$ cat config.mk
export PLATFORM = sky130hd
export DESIGN_NAME = sector_seek_ctrl_flat
export DESIGN_NICKNAME = d
export VERILOG_FILES = /design/src/rtl/sector_seek_ctrl_pkg.sv /design/src/rtl/sector_seek_ctrl_if.sv /design/src/rtl/sector_seek_ctrl_timeout_counter.sv /design/src/rtl/sector_seek_ctrl.sv /design/src/flat_wrapper.sv
export SDC_FILE = /design/constraint.sdc
export NUM_CORES = 1
export LEC_CHECK = 0
export CORE_MARGIN = 2
export CORE_UTILIZATION = 40
export DETAILED_ROUTE_END_ITERATION = 8
export HOLD_SLACK_MARGIN = 0.03
export PLACE_DENSITY_LB_ADDON = 0.05
export SYNTH_ARGS = -nofsm -noshare
export SYNTH_HDL_FRONTEND = slang
export SYNTH_SLANG_ARGS = --single-unit
$ cat constraint.sdc
create_clock -name i_Clk -period 2.8 [get_ports i_Clk]
set_input_delay 0.42 -clock i_Clk [delete_from_list [all_inputs] [get_ports i_Clk]]
set_output_delay 0.42 -clock i_Clk [all_outputs]
set_load 0.01 [all_outputs]
$ cat src/rtl/sector_seek_ctrl_pkg.sv
// Shared definitions for the floppy sector seek controller: ID field width,
// completion status codes and FSM state encoding.
package sector_seek_ctrl_pkg;

    localparam int ID_W = 8;

    localparam logic [2:0] ST_OK           = 3'd0;
    localparam logic [2:0] ST_NOT_FOUND    = 3'd1;
    localparam logic [2:0] ST_WRONG_TRACK  = 3'd2;
    localparam logic [2:0] ST_DATA_TIMEOUT = 3'd3;
    localparam logic [2:0] ST_ABORTED      = 3'd4;

    typedef enum logic [1:0] {
        S_IDLE   = 2'd0,
        S_SEARCH = 2'd1,
        S_DATA   = 2'd2,
        S_FINISH = 2'd3
    } state_t;

    function automatic logic [3:0] sat_inc4(input logic [3:0] v);
        return (v == 4'hF) ? v : v + 4'd1;
    endfunction

endpackage

$ cat src/rtl/sector_seek_ctrl_if.sv
// Request, header-stream and status bundle between a requester (master) and
// the sector seek controller (slave).
interface sector_seek_ctrl_if;
    import sector_seek_ctrl_pkg::*;

    logic            i_Req;
    logic [ID_W-1:0] i_Track;
    logic [ID_W-1:0] i_Side;
    logic [ID_W-1:0] i_Sector;
    logic            i_Abort;
    logic            i_Index;
    logic            i_HdrValid;
    logic            i_HdrCRCError;
    logic [ID_W-1:0] i_HdrTrack;
    logic [ID_W-1:0] i_HdrSide;
    logic [ID_W-1:0] i_HdrSector;
    logic [ID_W-1:0] i_HdrSize;
    logic            i_DataDone;
    logic            o_Busy;
    logic            o_DataEnable;
    logic [ID_W-1:0] o_SectorSize;
    logic            o_Done;
    logic [2:0]      o_Status;
    logic [3:0]      o_CRCErrCount;
    logic [1:0]      o_State;

    modport master (
        output i_Req, i_Track, i_Side, i_Sector, i_Abort, i_Index,
               i_HdrValid, i_HdrCRCError, i_HdrTrack, i_HdrSide,
               i_HdrSector, i_HdrSize, i_DataDone,
        input  o_Busy, o_DataEnable, o_SectorSize, o_Done, o_Status,
               o_CRCErrCount, o_State
    );

    modport slave (
        input  i_Req, i_Track, i_Side, i_Sector, i_Abort, i_Index,
               i_HdrValid, i_HdrCRCError, i_HdrTrack, i_HdrSide,
               i_HdrSector, i_HdrSize, i_DataDone,
        output o_Busy, o_DataEnable, o_SectorSize, o_Done, o_Status,
               o_CRCErrCount, o_State
    );

endinterface

$ cat src/rtl/sector_seek_ctrl_timeout_counter.sv
// Clear/enable up-counter with a terminal-count flag; clear wins over enable.
module sector_seek_ctrl_timeout_counter #(
    parameter int          W    = 4,
    parameter int unsigned TERM = 0
) (
    input  logic clk,
    input  logic rst,
    input  logic clr,
    input  logic en,
    output logic tc
);

    logic [W-1:0] count;

    always_ff @(posedge clk) begin
        if (rst) begin
            count <= '0;
        end else if (clr) begin
            count <= '0;
        end else if (en) begin
            count <= count + W'(1);
        end
    end

    assign tc = (count == TERM[W-1:0]);

endmodule

$ cat src/rtl/sector_seek_ctrl.sv
// Sequences one sector access: searches the ID-header stream for the target
// sector within a bounded number of revolutions, then opens a data window.
module sector_seek_ctrl
    import sector_seek_ctrl_pkg::*;
#(
    parameter int P_MAX_REVS    = 2,
    parameter int P_DATA_WINDOW = 1024
) (
    input  logic               i_Clk,
    input  logic               i_Reset,
    sector_seek_ctrl_if.slave  bus
);

    localparam int WIN_W = $clog2(P_DATA_WINDOW);

    state_t          state;
    state_t          state_nxt;
    logic [ID_W-1:0] tgt_track;
    logic [ID_W-1:0] tgt_side;
    logic [ID_W-1:0] tgt_sector;
    logic            wt_flag;
    logic [2:0]      status;
    logic [ID_W-1:0] sector_size;
    logic [3:0]      crc_cnt;

    logic            accept;
    logic            rev_en;
    logic            rev_tc;
    logic            win_clr;
    logic            win_en;
    logic            win_tc;
    logic            size_ld;
    logic            wt_set;
    logic            status_ld;
    logic [2:0]      status_nxt;
    logic            hdr_match;
    logic            hdr_wrong_track;

    assign hdr_match = bus.i_HdrValid &&
                       (bus.i_HdrTrack  == tgt_track) &&
                       (bus.i_HdrSide   == tgt_side)  &&
                       (bus.i_HdrSector == tgt_sector);
    assign hdr_wrong_track = bus.i_HdrValid && (bus.i_HdrTrack != tgt_track);

    // Revolution counter flags the pulse that would exhaust the search.
    sector_seek_ctrl_timeout_counter #(
        .W    (4),
        .TERM (P_MAX_REVS - 1)
    ) u_rev_cnt (
        .clk (i_Clk),
        .rst (i_Reset),
        .clr (accept),
        .en  (rev_en),
        .tc  (rev_tc)
    );

    sector_seek_ctrl_timeout_counter #(
        .W    (WIN_W),
        .TERM (P_DATA_WINDOW - 1)
    ) u_win_cnt (
        .clk (i_Clk),
        .rst (i_Reset),
        .clr (win_clr),
        .en  (win_en),
        .tc  (win_tc)
    );

    always_ff @(posedge i_Clk) begin
        if (i_Reset) begin
            state <= S_IDLE;
        end else begin
            state <= state_nxt;
        end
    end

    always_comb begin
        state_nxt  = state;
        accept     = 1'b0;
        rev_en     = 1'b0;
        win_clr    = 1'b0;
        win_en     = 1'b0;
        size_ld    = 1'b0;
        wt_set     = 1'b0;
        status_ld  = 1'b0;
        status_nxt = ST_OK;
        case (state)
            S_IDLE: begin
                if (bus.i_Req) begin
                    accept    = 1'b1;
                    state_nxt = S_SEARCH;
                end
            end
            S_SEARCH: begin
                if (bus.i_Abort) begin
                    status_ld  = 1'b1;
                    status_nxt = ST_ABORTED;
                    state_nxt  = S_FINISH;
                end else if (hdr_match) begin
                    size_ld   = 1'b1;
                    win_clr   = 1'b1;
                    state_nxt = S_DATA;
                end else begin
                    wt_set = hdr_wrong_track;
                    if (bus.i_Index) begin
                        rev_en = 1'b1;
                        if (rev_tc) begin
                            // A wrong-track header on the final pulse still counts.
                            status_ld  = 1'b1;
                            status_nxt = (wt_flag || hdr_wrong_track) ? ST_WRONG_TRACK
                                                                      : ST_NOT_FOUND;
                            state_nxt  = S_FINISH;
                        end
                    end
                end
            end
            S_DATA: begin
                win_en = 1'b1;
                if (bus.i_Abort) begin
                    status_ld  = 1'b1;
                    status_nxt = ST_ABORTED;
                    state_nxt  = S_FINISH;
                end else if (bus.i_DataDone) begin
                    status_ld  = 1'b1;
                    status_nxt = ST_OK;
                    state_nxt  = S_FINISH;
                end else if (win_tc) begin
                    status_ld  = 1'b1;
                    status_nxt = ST_DATA_TIMEOUT;
                    state_nxt  = S_FINISH;
                end
            end
            S_FINISH: begin
                state_nxt = S_IDLE;
            end
            default: begin
                state_nxt = S_IDLE;
            end
        endcase
    end

    // The target only matters while busy, so it carries no reset.
    always_ff @(posedge i_Clk) begin
        if (accept) begin
            tgt_track  <= bus.i_Track;
            tgt_side   <= bus.i_Side;
            tgt_sector <= bus.i_Sector;
        end
    end

    always_ff @(posedge i_Clk) begin
        if (i_Reset) begin
            wt_flag     <= 1'b0;
            status      <= ST_OK;
            sector_size <= '0;
            crc_cnt     <= 4'd0;
        end else if (accept) begin
            wt_flag <= 1'b0;
            status  <= ST_OK;
            crc_cnt <= 4'd0;
        end else begin
            if (wt_set) begin
                wt_flag <= 1'b1;
            end
            if (status_ld) begin
                status <= status_nxt;
            end
            if (size_ld) begin
                sector_size <= bus.i_HdrSize;
            end
            if ((state == S_SEARCH) && bus.i_HdrCRCError) begin
                crc_cnt <= sat_inc4(crc_cnt);
            end
        end
    end

    assign bus.o_Busy        = (state == S_SEARCH) || (state == S_DATA);
    assign bus.o_DataEnable  = (state == S_DATA);
    assign bus.o_Done        = (state == S_FINISH);
    assign bus.o_State       = state;
    assign bus.o_Status      = status;
    assign bus.o_SectorSize  = sector_size;
    assign bus.o_CRCErrCount = crc_cnt;

endmodule

$ cat src/flat_wrapper.sv
// flat-port wrapper written by rule: the top's interface ports become plain ports
module sector_seek_ctrl_flat import sector_seek_ctrl_pkg::*;
#(
    parameter int P_MAX_REVS    = 2,
    parameter int P_DATA_WINDOW = 1024
)
  (i_Clk, i_Reset, bus_i_Req, bus_i_Track, bus_i_Side, bus_i_Sector, bus_i_Abort, bus_i_Index, bus_i_HdrValid, bus_i_HdrCRCError, bus_i_HdrTrack, bus_i_HdrSide, bus_i_HdrSector, bus_i_HdrSize, bus_i_DataDone, bus_o_Busy, bus_o_DataEnable, bus_o_SectorSize, bus_o_Done, bus_o_Status, bus_o_CRCErrCount, bus_o_State);
  sector_seek_ctrl_if bus_i ();
  input  logic i_Clk;
  input  logic i_Reset;
  input wire logic [$bits(bus_i.i_Req)-1:0] bus_i_Req;
  input wire logic [$bits(bus_i.i_Track)-1:0] bus_i_Track;
  input wire logic [$bits(bus_i.i_Side)-1:0] bus_i_Side;
  input wire logic [$bits(bus_i.i_Sector)-1:0] bus_i_Sector;
  input wire logic [$bits(bus_i.i_Abort)-1:0] bus_i_Abort;
  input wire logic [$bits(bus_i.i_Index)-1:0] bus_i_Index;
  input wire logic [$bits(bus_i.i_HdrValid)-1:0] bus_i_HdrValid;
  input wire logic [$bits(bus_i.i_HdrCRCError)-1:0] bus_i_HdrCRCError;
  input wire logic [$bits(bus_i.i_HdrTrack)-1:0] bus_i_HdrTrack;
  input wire logic [$bits(bus_i.i_HdrSide)-1:0] bus_i_HdrSide;
  input wire logic [$bits(bus_i.i_HdrSector)-1:0] bus_i_HdrSector;
  input wire logic [$bits(bus_i.i_HdrSize)-1:0] bus_i_HdrSize;
  input wire logic [$bits(bus_i.i_DataDone)-1:0] bus_i_DataDone;
  output wire logic [$bits(bus_i.o_Busy)-1:0] bus_o_Busy;
  output wire logic [$bits(bus_i.o_DataEnable)-1:0] bus_o_DataEnable;
  output wire logic [$bits(bus_i.o_SectorSize)-1:0] bus_o_SectorSize;
  output wire logic [$bits(bus_i.o_Done)-1:0] bus_o_Done;
  output wire logic [$bits(bus_i.o_Status)-1:0] bus_o_Status;
  output wire logic [$bits(bus_i.o_CRCErrCount)-1:0] bus_o_CRCErrCount;
  output wire logic [$bits(bus_i.o_State)-1:0] bus_o_State;
  assign bus_i.i_Req = bus_i_Req;
  assign bus_i.i_Track = bus_i_Track;
  assign bus_i.i_Side = bus_i_Side;
  assign bus_i.i_Sector = bus_i_Sector;
  assign bus_i.i_Abort = bus_i_Abort;
  assign bus_i.i_Index = bus_i_Index;
  assign bus_i.i_HdrValid = bus_i_HdrValid;
  assign bus_i.i_HdrCRCError = bus_i_HdrCRCError;
  assign bus_i.i_HdrTrack = bus_i_HdrTrack;
  assign bus_i.i_HdrSide = bus_i_HdrSide;
  assign bus_i.i_HdrSector = bus_i_HdrSector;
  assign bus_i.i_HdrSize = bus_i_HdrSize;
  assign bus_i.i_DataDone = bus_i_DataDone;
  assign bus_o_Busy = bus_i.o_Busy;
  assign bus_o_DataEnable = bus_i.o_DataEnable;
  assign bus_o_SectorSize = bus_i.o_SectorSize;
  assign bus_o_Done = bus_i.o_Done;
  assign bus_o_Status = bus_i.o_Status;
  assign bus_o_CRCErrCount = bus_i.o_CRCErrCount;
  assign bus_o_State = bus_i.o_State;
  sector_seek_ctrl #(.P_MAX_REVS(P_MAX_REVS), .P_DATA_WINDOW(P_DATA_WINDOW)) u_core (.i_Clk(i_Clk), .i_Reset(i_Reset), .bus(bus_i));
endmodule
==> results of run 1 <==
==> cell families after synthesis <==
| kind of cell | synth area share [%] |
|---|---|
| adder cells (fa/ha/maj) | 4.342 |
| flip-flops | 52.48 |
| XOR/XNOR | 11.82 |
| multiplexers | 4.245 |
| AO/OA/AOI/OAI | 7.332 |
| buffers and inverters | 1.930 |
| AND/OR/NAND/NOR | 17.85 |
==> placed cells by master, fill, tap and decap left out, drive strengths merged, types with 4 or more instances in the layout <==
master	synthesis	routed
nand3	10	10
nand4	7	7
nand2	13	13
clkbuf	5	5
nand2b	4	4
a21oi	6	6
xnor2	17	17
ha	9	9
o21ai	5	5
nor4	4	4
edfxtp	24	24
nor2	30	30
xor2	18	18
mux2i	11	11
clkdlybuf4s50	0	83
nor3	7	7
dfxtp	32	32
inv	7	7
==> registers in the layout, indices dropped and copies added (netlist names) <==
signal,count
u_core.tgt_sector,8
u_core.wt_flag,1
u_core.bus.o_CRCErrCount,4
u_core.bus.o_Status,3
u_core.u_rev_cnt.count,4
u_core.tgt_track,8
u_core.bus.o_SectorSize,8
u_core.tgt_side,8
u_core.bus.o_State,2
u_core.u_win_cnt.count,10
==> Yosys cell counts (all sizes together), types with 3 or more instances <==
cell type	instances	area, µm²
a211oi	3	27.52
a21oi	6	30.03
clkbuf	5	18.77
dfxtp	32	640.6
edfxtp	24	720.7
ha	9	112.6
inv	7	26.28
mux2i	11	110.1
nand2	13	48.80
nand2b	4	25.02
nand3	10	50.05
nand4	7	43.79
nor2	30	112.6
nor3	7	35.03
nor4	4	37.53
o21ai	5	25.02
or3	3	18.77
xnor2	17	148.9
xor2	18	157.7
==> through the flow <==
stage          cells  cell area, µm²
3_3_place_gp     398            3520
5_1_grt          406            3602
6_report         406            3602
3_5_place_dp     398            3520
4_1_cts          406            3602
2_1_floorplan    241            2594
==> area by class of cell <==
cell class / count / area (µm²)
sequential: 56 / 1361
tap: 77 / 96.34
timing repair buffer: 86 / 853.3
clock buffer: 5 / 68.82
inverter: 7 / 26.28
multi-input combinational: 172 / 1182
clock inverter: 3 / 13.76
fill: 578 / 2711
==> routing by layer <==
layer  share of wire (%)  up-vias  track usage [%]  wire length, µm
met5                   0        -                0                0
met4                 1.2        0            4.329               63
met3                 7.6        7            5.113              401
met2                  48       56            26.84             2540
met1                  43      889            19.15             2287
li1                    -     1028                -                -
==> power breakdown <==
group / internal (mW) / switching (mW) / total [mW]
combinational: 0.359 / 0.360 / 0.719
clock: 0.170 / 0.253 / 0.423
sequential: 1.00 / 0.0721 / 1.07
total: 1.53 / 0.685 / 2.22
==> worst max-delay path by stage <==
stage | from | end | cells after the start
2_1_floorplan | u_core.bus.o_State[0] | u_core.bus.o_SectorSize[0] | 7
3_3_place_gp | bus_i_HdrSector[5] | u_core.bus.o_State[0] | 7
3_5_place_dp | bus_i_HdrTrack[7] | u_core.bus.o_State[0] | 7
4_1_cts | bus_i_HdrTrack[7] | u_core.bus.o_State[0] | 7
5_1_grt | bus_i_HdrSide[2] | u_core.bus.o_State[0] | 7
6_report | bus_i_HdrTrack[7] | u_core.bus.o_State[0] | 7
==> critical path, stage by stage <==
cell,delay [ns]
clkdlybuf4s50_1,0.41
xor2_1,0.15
nor4_2,0.37
nand2_1,0.16
or3_1,0.50
a211o_1,0.31
a211oi_2,0.20
==> results.md, run 1 <==
* Post-CTS Setup Inserts at 0
* Area added between synthesis and finish at 38.88%
* Final Power at 2.215 mW
* Syn_area_per_cell at 10.76 µm²
* Hold path startpoint: u_core.bus.o_Status[2]
* Htree depth at 2
* Final Wtd Congestion at 0.7473
* Setup slack after layout at 0.5236 ns
* Hold Path Depth at 2
* Syn nets at 314
* Core outline area at 0.006314 mm²
* Grt ovf at 0
* CP Launch Type: input pin
* DR WL/cell at 13.04 µm
* Pwr dens at 615.0 mW/mm²
* Final ANT Viol Nets at 0
* Critical R2R Launch: u_core.tgt_track[7]
* Async SR Flop Fraction at 0%
* Post-synth EDFFs at 24
* Max-Cap Viols at 0
* Ys flop type: dfxtp_1
* # resized after CTS at 0
* GRT Util Overall at 15.75%
* RSZ-0062 raised after global routing: false
* Initial antenna violation count at 0
* Final Skew at 0.007802 ns
* Ports at 84
* First-pass GRT wire length at 9135 µm
* End-of-flow core utilization at 57.06%
* TritonCTS clock tree: yes
* Slew Limit Fails at 0
* Maximum root-to-sink buffer count at 2
* Worst-Skew Late Latency at 0.31 ns
* Final Cycle Share at 81.30%
* Critical path peak fanout at 6
* R2r endpoint: u_core.bus.o_State[0]
* Slew HR at 63.22%
* Worst hold endpoint: u_core.bus.o_Status[2]
* Syn Inst Count at 241
* Critical path arrival at 2.51 ns
* CTS hold repair buffers at 0
* Worst-path clk slew at 0.10 ns
* Worst hold slack at 0.4657 ns
* Post-DP HPWL at 4109 µm
* # DRC at 0
* Area of the mapped netlist at 0.002594 mm²
* ANT cells at 0
* Clock sinks at 56
* Vias at 1,980
* Worst hold path type: reg -> reg
* Setup WS pre-CTS at 0.1748 ns
* Root Buffer: clkbuf_8
* Reg2Reg Setup Slack at 0.64 ns
* Max Clock Freq at 439.3 MHz
* Post-synth cell types at 41
* Horiz. Die Dim at 84.53 µm
* TritonCTS buffer count at 5
* Setup violations, final at 0
* Post-synthesis sequential area ratio at 52.48%
* Status: complete, no violations
* Die area at 0.007144 mm²
* Worst Tran Pin Value at 0.5500 ns
* Cell row count at 29
* Total Wirelength at 5293 µm
* Die height at 84.53 µm
* VDD IR-drop max at 0.0003078 V
* Crit path time final at 2.276 ns
* Pre-Repair DR Iteration Count at 4
* Leak at 1.341 nW
* Final count of hold timing violations at 0
* Seq cells post-synth at 56
* Vias in the first global route at 2,035
* Final setup TNS at 0 ns
* Critical Path RT at 3.04 ns
* Initial core utilization at 41.08%
* Synth warn at 0
* DR iter-0 viols at 58
* NumNets Final at 401
* Crit end category: flop
* Port-buffer cells at 83
* DR vias/cell at 4.877
* Register-to-Register Path Depth at 6
* Largest net degree at the start of global routing at 25
* Critical path class: in -> reg
* Share of post-route cells with drive strength above 1 at 3.951%
Note: power is estimated with default switching activity, not from simulation.
==> run 2: changes to the inputs <==
==> constraint.sdc (replaced) <==
create_clock -name i_Clk -period 2.2 [get_ports i_Clk]
set_input_delay 0.33 -clock i_Clk [delete_from_list [all_inputs] [get_ports i_Clk]]
set_output_delay 0.33 -clock i_Clk [all_outputs]
set_load 0.01 [all_outputs]
==> results.md, run 2 (same netlist as run 1, synthesis figures left out) <==
* Status: complete, no violations
* Combinational power share at 32.5%
* Pre-Repair DR Iteration Count at 4
* DR vias/cell at 4.916
* Grt ovf at 0
* Final Wtd Congestion at 0.8055
* Clock sinks at 56
* Final ANT Viol Nets at 0
* Horiz. Die Dim at 84.53 µm
* Die area at 0.007144 mm²
* Leak at 1.471 nW
* Initial core utilization at 41.08%
* Most frequent cells in the layout: clkdlybuf4s50_1, dfxtp_1, nor2_1
* Initial antenna violation count at 0
* Setup WS pre-CTS at -0.2612 ns
* Htree depth at 2
* Switching power at 0.9056 mW
* Post-CTS Setup Inserts at 0
* Critical Path RT at 1.87 ns
* VDD IR-drop max at 0.0004102 V
* Critical path peak fanout at 5
* Setup violations, final at 0
* Worst-Skew Late Latency at 0.30 ns
* CP Launch Type: flop
* Crit end category: output port
* Internal at 2.224 mW
* Root Buffer: clkbuf_8
* Slew Limit Fails at 0
* Critical path arrival at 1.79 ns
* Pwr dens at 817.8 mW/mm²
* Largest net degree at the start of global routing at 18
* ANT cells at 0
* Worst Tran Pin Value at 0.4004 ns
* Final Power at 3.130 mW
* Sw Share at 28.93%
* Crit path time final at 2.119 ns
* First-pass GRT wire length at 9315 µm
* Post-DP HPWL at 4376 µm
* Flop pwr share at 43.7%
* TritonCTS clock tree: yes
* Area added between synthesis and finish at 47.56%
* Clock power share at 23.7%
* GRT Util Overall at 16.03%
* Max Clock Freq at 471.9 MHz
* Maximum root-to-sink buffer count at 2
* Vias at 2,099
* Ports at 84
* Cell row count at 29
* Slew HR at 73.08%
* Worst-path clk slew at 0.10 ns
* NumNets Final at 422
* Core outline area at 0.006314 mm²
* Total Wirelength at 5600 µm
* # DRC at 0
* Most flop-heavy register: u_core.u_win_cnt.count
* Share of post-route cells with drive strength above 1 at 10.86%
* Final Cycle Share at 96.33%
* Final Skew at 0.004989 ns
* Die height at 84.53 µm
* Max-Cap Viols at 0
* Final count of hold timing violations at 0
* DR WL/cell at 13.11 µm
* TritonCTS buffer count at 5
* Max reg flops at 10
* Setup slack after layout at 0.08081 ns
* DR iter-0 viols at 57
* Port-buffer cells at 83
* Fillers at 575
* Worst hold path type: reg -> reg
* Commonest non-fill, non-tap cell in the layout: clkdlybuf4s50_1
* Critical path class: reg -> out
* Vias in the first global route at 2,066
-- run 2: worst paths after layout --
path / from / endpoint / slack (ns) / cells past startpoint
min reg2reg: u_core.bus.o_Status[2] / u_core.bus.o_Status[2] / 0.46 / 2
max: u_core.bus.o_State[0] / bus_o_Busy / 0.08 / 3
max reg2reg: u_core.tgt_track[3] / u_core.bus.o_State[0] / 0.16 / 6
min: u_core.bus.o_Status[2] / u_core.bus.o_Status[2] / 0.46 / 2
-- run 2: per-layer routing --
layer	up-vias	global-route usage, %	wire [µm]
li1	1070	-	-
met3	6	4.916	345
met2	61	26.91	2755
met1	962	20.00	2442
met4	0	4.473	57
met5	-	0	0
-- run 2: final cells by class --
class | count | area (µm²) | share of cell area (%)
well taps | 77 | 96.34 | 2.517
clock buffers | 7 | 97.59 | 2.550
repair buffers | 107 | 1023 | 26.74
multi-input cells | 172 | 1191 | 31.12
clock inverters | 1 | 30.03 | 0.7846
flip-flops and latches | 56 | 1363 | 35.60
inverters | 7 | 26.28 | 0.6865
-- run 2: metrics by stage --
step                      std cells  util [%]  hold WS [ns]  setup TNS (ns)  area, µm²
after global placement          419     58.46        0.4501          -1.927       3691
final                           427     60.62        0.4641               0       3827
after detailed placement        419     58.46        0.4525          -2.645       3691
after floorplan                 241         -        0.4289               0       2595
after CTS                       427     60.48        0.4666               0       3819
after global routing            427     60.62        0.4918     -0.00004108       3827
-- run 2: what timing repair did --
item	4_1_cts	5_1_grt
hold buffers	0	0
setup endpoints to repair	0	3
resized for setup	0	3
-- run 2: worst max-delay path, stage by stage, from the launching register on --
cell and delay, ns:
dfxtp_1 0.40, inv_1 0.13, ha_1 0.39, clkdlybuf4s50_1 0.56
-- run 2: power groups by stage --
| stage | registers (mW) | clock network, mW | logic, mW |
|---|---|---|---|
| floorplan | 1.39 | 0 | 0.532 |
| global placement | 1.39 | 0 | 1.01 |
| detailed placement | 1.39 | 0 | 1.02 |
| CTS | 1.37 | 0.764 | 1.03 |
| global route | 1.39 | 0.809 | 1.12 |
| finish | 1.37 | 0.743 | 1.02 |
==> run 3: changes to the inputs <==
--- a/config.mk
+++ b/config.mk
@@ -6,7 +6,7 @@
 export NUM_CORES = 1
 export LEC_CHECK = 0
 export CORE_MARGIN = 2
-export CORE_UTILIZATION = 40
+export CORE_UTILIZATION = 27
 export DETAILED_ROUTE_END_ITERATION = 8
 export HOLD_SLACK_MARGIN = 0.03
 export PLACE_DENSITY_LB_ADDON = 0.05
==> results.md, run 3 (same netlist as run 1, synthesis figures left out) <==
* Largest net degree at the start of global routing at 17
* RSZ-0062 raised after global routing: true
* Reg area at 0.001364 mm²
* Max Clock Freq at 470.0 MHz
* NumNets Final at 424
* Slew Limit Fails at 0
* Die height at 102.0 µm
* Core outline area at 0.009284 mm²
* Die area at 0.01041 mm²
* DR iter-0 viols at 30
* TritonCTS clock tree: yes
* Total Wirelength at 5901 µm
* GRT Util Overall at 11.96%
* Vias in the first global route at 2,167
* Final Cell Area at 0.003871 mm²
* Critical path peak fanout at 5
* Max-Cap Viols at 0
* Pre-Repair DR Iteration Count at 4
* Pwr dens at 766.5 mW/mm²
* Most flop-heavy register: u_core.u_win_cnt.count
* Ports at 84
* Worst Tran Pin Value at 0.3650 ns
* Final std cells w/o fill at 481
* Worst-Skew Late Latency at 0.30 ns
* Initial antenna violation count at 0
* Area added between synthesis and finish at 49.25%
* Htree depth at 2
* Final ANT Viol Nets at 0
* DP Area at 0.003771 mm²
* # DRC at 0
* DR vias/cell at 4.241
* Post-CTS Setup Inserts at 0
* Final setup TNS at 0 ns
* Leak at 1.458 nW
* VDD IR-drop max at 0.0002710 V
* Maximum root-to-sink buffer count at 2
* Area of the multi-input gates at 0.001200 mm²
* DR WL/cell at 12.27 µm
* Clock sinks at 56
* Grt ovf at 0
* Final Power at 2.967 mW
* Share of post-route cells with drive strength above 1 at 11.93%
* Max reg flops at 10
* Post-DP HPWL at 4599 µm
* ANT cells at 0
* Port-buffer cells at 83
* Critical Path RT at 2.42 ns
* Status: complete, no violations
* Worst-path clk slew at 0.09 ns
* Critical path class: in -> reg
* Final count of hold timing violations at 0
* CP Launch Type: input pin
* TritonCTS buffer count at 5
* Crit path time final at 2.128 ns
* Fillers at 939
* Worst hold path type: reg -> reg
* First-pass GRT wire length at 9742 µm
* Critical path arrival at 2.35 ns
* Initial core utilization at 27.94%
* Final Wtd Congestion at 0.7712
* Crit end category: flop
* Worst hold slack at 0.4587 ns
* # placed instances at 473
* Vias at 2,040
* Final Skew at 0.01126 ns
* Horiz. Die Dim at 102.0 µm
* Setup violations, final at 0
* Root Buffer: clkbuf_8
* Commonest non-fill, non-tap cell in the layout: clkdlybuf4s50_1
* CTS hold repair buffers at 0
* Most frequent cells in the layout: clkdlybuf4s50_1, nor2_1, dfxtp_1
* Final Cycle Share at 96.72%
* Slew HR at 75.48%
* Cell row count at 35
-- run 3: area by class of cell --
class / instances / share of cell area [%]
inverters: 7 / 0.6787
multi-input cells: 172 / 31.00
repair buffers: 109 / 26.83
clock inverters: 1 / 0.1293
clock buffers: 7 / 1.972
flip-flops and latches: 56 / 35.23
well taps: 129 / 4.169
-- run 3: per-stage QoR --
step                      setup slack [ns]  util [%]
final                              0.07222     41.70
after CTS                         0.001617     41.52
after global placement             -0.2434     40.62
after global routing              -0.01997     41.70
after floorplan                     0.1754         -
after detailed placement           -0.3090     40.62
-- run 3: path summary, 6_finish.rpt --
kind | from | to | slack [ns] | cells past startpoint
hold reg to reg | u_core.bus.o_Status[2] | u_core.bus.o_Status[2] | 0.46 | 2
setup / recovery | bus_i_HdrTrack[0] | u_core.bus.o_State[0] | 0.07 | 7
setup reg to reg | u_core.tgt_track[0] | u_core.bus.o_State[0] | 0.11 | 6
hold / removal | u_core.bus.o_Status[2] | u_core.bus.o_Status[2] | 0.46 | 2
-- run 3: worst max-delay path: stages --
cell	delay [ns]
clkdlybuf4s50_1	0.41
xor2_1	0.15
nor4_2	0.37
nand2_1	0.13
or3_4	0.44
a211o_1	0.28
a211oi_2	0.22
-- run 3: metal layers --
layer  part of all wire [%]  GRT usage [%]  vias to the layer above
li1                       -              -                     1071
met2                     46          19.74                       51
met1                     46          14.75                      909
met3                    5.7          3.625                        9
met4                    1.8          4.513                        0
met5                      0              0                        -
-- run 3: timing repair --
action | CTS | global route
gates resized for setup | 1 | 5
endpoints found under the setup margin | 1 | 6
pin swaps | 0 | 1
-- run 3: power by group --
part,internal [mW],switching (mW),leakage (nW)
clock network,0.225,0.318,0.0422
logic,0.564,0.492,0.929
registers,1.28,0.0897,0.487
total,2.07,0.899,1.46
